===== src/rtl/booth_mult_seq.sv =====
// booth_mult_seq: sequential radix-2 Booth multiplier with built-in control.
// Takes WIDTH-bit operands in signed or unsigned mode and produces a
// registered 2*WIDTH-bit product after WIDTH+1 iterations.
//
// Handshake: start is sampled on a rising edge only while busy is low
// (states IDLE or DONE); such an edge is the accept edge, where is_signed,
// m and n are captured. busy is high for exactly the WIDTH+1 cycles of
// iteration, then done pulses for one cycle while product holds the new
// result. Start during RUN is dropped, never queued. All outputs are
// registers.
module booth_mult_seq #(
  parameter int WIDTH = 8
) (
  input  logic               clk,
  input  logic               rst_n,
  input  logic               start,
  input  logic               is_signed,
  input  logic [WIDTH-1:0]   m,
  input  logic [WIDTH-1:0]   n,
  output logic               busy,
  output logic               done,
  output logic [2*WIDTH-1:0] product,
  output logic [1:0]         state_dbg
);

  // Count only has to reach WIDTH (index of the last iteration).
  localparam int CW = $clog2(WIDTH + 1);

  typedef enum logic [1:0] {
    IDLE = 2'd0,
    RUN  = 2'd1,
    DONE = 2'd2
  } state_t;

  state_t           state;
  logic [WIDTH+1:0] a;
  logic [WIDTH+1:0] mx;
  logic [WIDTH:0]   q;
  logic             q_1;
  logic [CW-1:0]    count;

  logic [WIDTH+1:0] a_sum;
  logic [WIDTH+1:0] a_nx;
  logic [WIDTH:0]   q_nx;
  logic             accept;
  logic             last_iter;

  assign accept    = start && (state != RUN);
  assign last_iter = (count == CW'(WIDTH));
  assign state_dbg = state;

  // Booth add/subtract followed by a one-bit arithmetic right shift of {A,Q,Q_1}.
  // A carries two guard bits, so A - Mx cannot overflow even for the most
  // negative signed multiplicand.
  always_comb begin
    a_sum = a;
    case ({q[0], q_1})
      2'b01:   a_sum = a + mx;
      2'b10:   a_sum = a - mx;
      default: a_sum = a;
    endcase
    a_nx = {a_sum[WIDTH+1], a_sum[WIDTH+1:1]};
    q_nx = {a_sum[0], q[WIDTH:1]};
  end

  // Control FSM and datapath registers; reset aborts any operation in flight.
  always_ff @(posedge clk or negedge rst_n) begin
    if (!rst_n) begin
      state   <= IDLE;
      a       <= '0;
      mx      <= '0;
      q       <= '0;
      q_1     <= 1'b0;
      count   <= '0;
      busy    <= 1'b0;
      done    <= 1'b0;
      product <= '0;
    end else begin
      case (state)
        RUN: begin
          a     <= a_nx;
          q     <= q_nx;
          q_1   <= q[0];
          count <= count + 1'b1;
          if (last_iter) begin
            // Exact product fits in the low 2*WIDTH bits of {A,Q}.
            product <= {a_nx[WIDTH-2:0], q_nx};
            busy    <= 1'b0;
            done    <= 1'b1;
            state   <= DONE;
          end
        end
        default: begin
          // IDLE and DONE both accept a new request; DONE lasts one cycle.
          done <= 1'b0;
          if (accept) begin
            mx    <= is_signed ? {{2{m[WIDTH-1]}}, m} : {2'b00, m};
            q     <= {is_signed & n[WIDTH-1], n};
            a     <= '0;
            q_1   <= 1'b0;
            count <= '0;
            busy  <= 1'b1;
            state <= RUN;
          end else begin
            state <= IDLE;
          end
        end
      endcase
    end
  end

endmodule


===== config.mk =====
export PLATFORM = sky130hd
export DESIGN_NAME = booth_mult_seq
export DESIGN_NICKNAME = d
export VERILOG_FILES = /design/src/rtl/booth_mult_seq.sv
export SDC_FILE = /design/constraint.sdc
export NUM_CORES = 1
export LEC_CHECK = 0
export ABC_AREA = 0
export CAP_MARGIN = 15
export CORE_ASPECT_RATIO = 0.7
export CORE_MARGIN = 8
export CORE_UTILIZATION = 30
export CTS_CLUSTER_SIZE = 8
export DETAILED_ROUTE_END_ITERATION = 8
export GPL_TIMING_DRIVEN = 0
export PLACE_DENSITY = 0.6
export SLEW_MARGIN = 20
export SYNTH_ARGS = -nofsm -noshare
export SYNTH_HDL_FRONTEND = slang
export SYNTH_SLANG_ARGS = --single-unit

===== constraint.sdc =====
create_clock -name clk -period 7.9 [get_ports clk]
set_input_delay 1.58 -clock clk [delete_from_list [all_inputs] [get_ports clk]]
set_output_delay 1.58 -clock clk [all_outputs]
set_load 0.005 [all_outputs]

==> out/results.ini <==
[timing]
grt_setup_unrepaired = false
fin_crit_ps = 3070
fin_crit_sh = 0.389
slew_headroom = 0.547
setup_viol = 0
max_freq_ghz = 0.325
slew_violations = 0
skew_ps = 7.85
final-hold-violation-count = 0
worst_pin_slew_ps = 679
finalSetupTns_ps = 0

[synthesis]
netlist_top_cells_count = nand2_1, dfrtp_1, o21ai_0
synth.area.top_cells = dfrtp_1, nand2_1, ha_1, o21ai_0, xnor2_1
synth-edff-count = 0
syn_avg_cell_area_um2 = 9.73
synth_cell_types = 41
synth.most_common_cell = nand2_1
synth_area_um2 = 2760
synth_cells = 284
synthArstFlopShare = 1.00
yosysSeqAreaShare = 0.462
syn-num-nets = 318
yosysWarningCount = 0
ys_ff_latch = 51
synth_top_cell_area_share = 0.462
ys.flop_type = dfrtp_1
yosysTopAreaCell = dfrtp_1

[critical_path]
crit_type = in2reg
timing.rr.start = mx[2]$_DFFE_PN0P_
regToRegEndpoint = a[8]$_DFFE_PN0P_
startpoint_type = input port
reg2reg_slack_ps = 4950
required_ps = 8070
endpoint_kind = register
crit_path_max_fanout = 10
rr_worst_depth = 11
cp.arrival_ps = 3250

[clocking]
clk_latency_ps = 290
ctsResizeCount = 0
cts_setup_buffers = 0
root_buffer = clkbuf_16
cts_sinks = 51
numCtsBuffers = 5
htree_levels = 2
cts_hold_buf = 0
cts_tree = done
max-clock-path-buffers = 2
clk_pin_slew_ps = 70

[drt]
wl_per_cell_um = 14.8
firstDrtPassIters = 4
avgViaCountPerCell = 4.69
num_vias = 2134
ant_nets = 0
wl_um = 6730
drc = 0
drt_iter0_markers = 103

[cells_and_area]
final_nets = 364
syn_to_final_growth_pct = 25.3
stdcell_count = 455
drive_gt1_frac = 0.0785
diodes = 0

[power_and_ir_drop]
sw_frac_of_total = 0.430
p_int_w = 0.00102
net-switching-power_w = 0.000768
p_seq_frac = 0.275
pwr-share-clk = 0.127
power_frac_comb = 0.598
vdd_drop_max_mv = 0.167
p_per_area_nw_per_um2 = 517
p_leak_nw = 1.51

[status]
status = finished clean

[job]
cap_violations = 0

[place]
dp_hpwl_um = 4950
place.gp.congestion = 0.765
portBuffers = 39
dp.cells = 447

[hold_path]
hold_class = reg2reg
worstHoldStart = product[3]$_DFFE_PN0P_
min_to = product[3]$_DFFE_PN0P_
hold_depth = 2

[grt]
antenna_found_initial = 0
grt.overflow.total = 0
grt_first_pass_wirelength_um = 11200
grt_pass1_vias = 2133
grt.busiest_layer = met2
grt_max_degree = 52
grtUsageMet1 = 0.163
grt_use_total = 0.114
met3_usage = 0.0260
grt_use_met2 = 0.167

[die]
die_h_um = 96.3
core-area_um2 = 9000
start_util = 0.307
rows = 29
dieArea_um2 = 12600
io_pins = 40
die_x_um = 131

==> worst max-delay path, stage by stage <==
cell,delay [ps]
clkdlybuf4s50_1,540
buf_1,550
nor2_1,270
o21ai_0,200
o21ai_0,100
==> cells in the final DEF (no fill, tap or decap), drive strengths merged, types with 2 or more instances in the layout <==
cell	count
nand2	53
dfrtp	51
clkdlybuf4s50	38
o21ai	27
clkbuf	16
nor2	13
xnor2	13
ha	13
a21oi	12
mux2i	11
inv	10
mux2	10
buf	6
nor2b	5
nand3b	5
o31ai	5
nor3	5
o21a	4
a31oi	4
nand2b	3
nand3	3
a21o	3
o211ai	3
or3	3
nor3b	2
o311ai	2
==> flip-flops by register name, summed over array words and instances (netlist names) <==
name / flops
a: 9
count: 4
product: 16
q: 9
q_1: 1
mx: 9
busy: 1
state_dbg: 2
==> power by group through the flow <==
stage	combinational (W)	clock, W	sequential, W
5_1_grt	0.00121	0.000245	0.000512
4_1_cts	0.00108	0.000234	0.000492
2_1_floorplan	0.000786	0	0.000475
3_3_place_gp	0.00104	0	0.000492
6_report	0.00107	0.000228	0.000492
3_5_place_dp	0.00108	0	0.000496
==> final cells by class <==
class | instances | area [um^2]
fill | 925 | 5540
clock inverter | 2 | 16.3
multi-input combinational | 208 | 1390
sequential | 51 | 1280
tap | 124 | 155
inverter | 10 | 37.5
buffer | 15 | 60.1
timing repair buffer | 39 | 388
clock buffer | 6 | 139
==> how the worst max path moves through the flow <==
stage	startpoint	end	slack, ps	depth (start not counted)
2_1_floorplan	mx[2]$_DFFE_PN0P_	a[8]$_DFFE_PN0P_	5180	11
3_3_place_gp	rst_n	product[2]$_DFFE_PN0P_	3660	1
3_5_place_dp	start	count[3]$_DFFE_PN0P_	4500	5
4_1_cts	start	count[3]$_DFFE_PN0P_	4810	5
5_1_grt	mx[2]$_DFFE_PN0P_	a[8]$_DFFE_PN0P_	4750	11
6_report	start	count[3]$_DFFE_PN0P_	4830	5
==> metrics by stage <==
step	hold slack (ps)	total power, W	worst slack (ps)	cell area, um^2	utilization
6_report	476	0.00179	4830	3460	0.385
3_5_place_dp	464	0.00157	4500	3310	0.367
2_1_floorplan	450	0.00126	5180	2760	-
4_1_cts	483	0.00181	4810	3460	0.385
3_3_place_gp	458	0.00153	3660	3310	0.368
5_1_grt	497	0.00196	4750	3460	0.385
==> layer usage <==
metal | share of wire | vias up
li1 | - | 1070
met1 | 0.52 | 1029
met2 | 0.44 | 29
met3 | 0.033 | 6
met4 | 0.012 | 0
met5 | 0 | -
==> cells by family after synthesis <==
group                      Yosys count  share of synthesized area
AOI/OAI and AO/OA                   63                      0.148
xor gates and xnor gates            13                     0.0412
adders and majority gates           14                     0.0661
buffers and inverters               25                     0.0353
DFF                                 51                      0.462
muxes                               21                     0.0806
and+or+nand+nor                     97                      0.167
(Power assumes the default switching activity.)
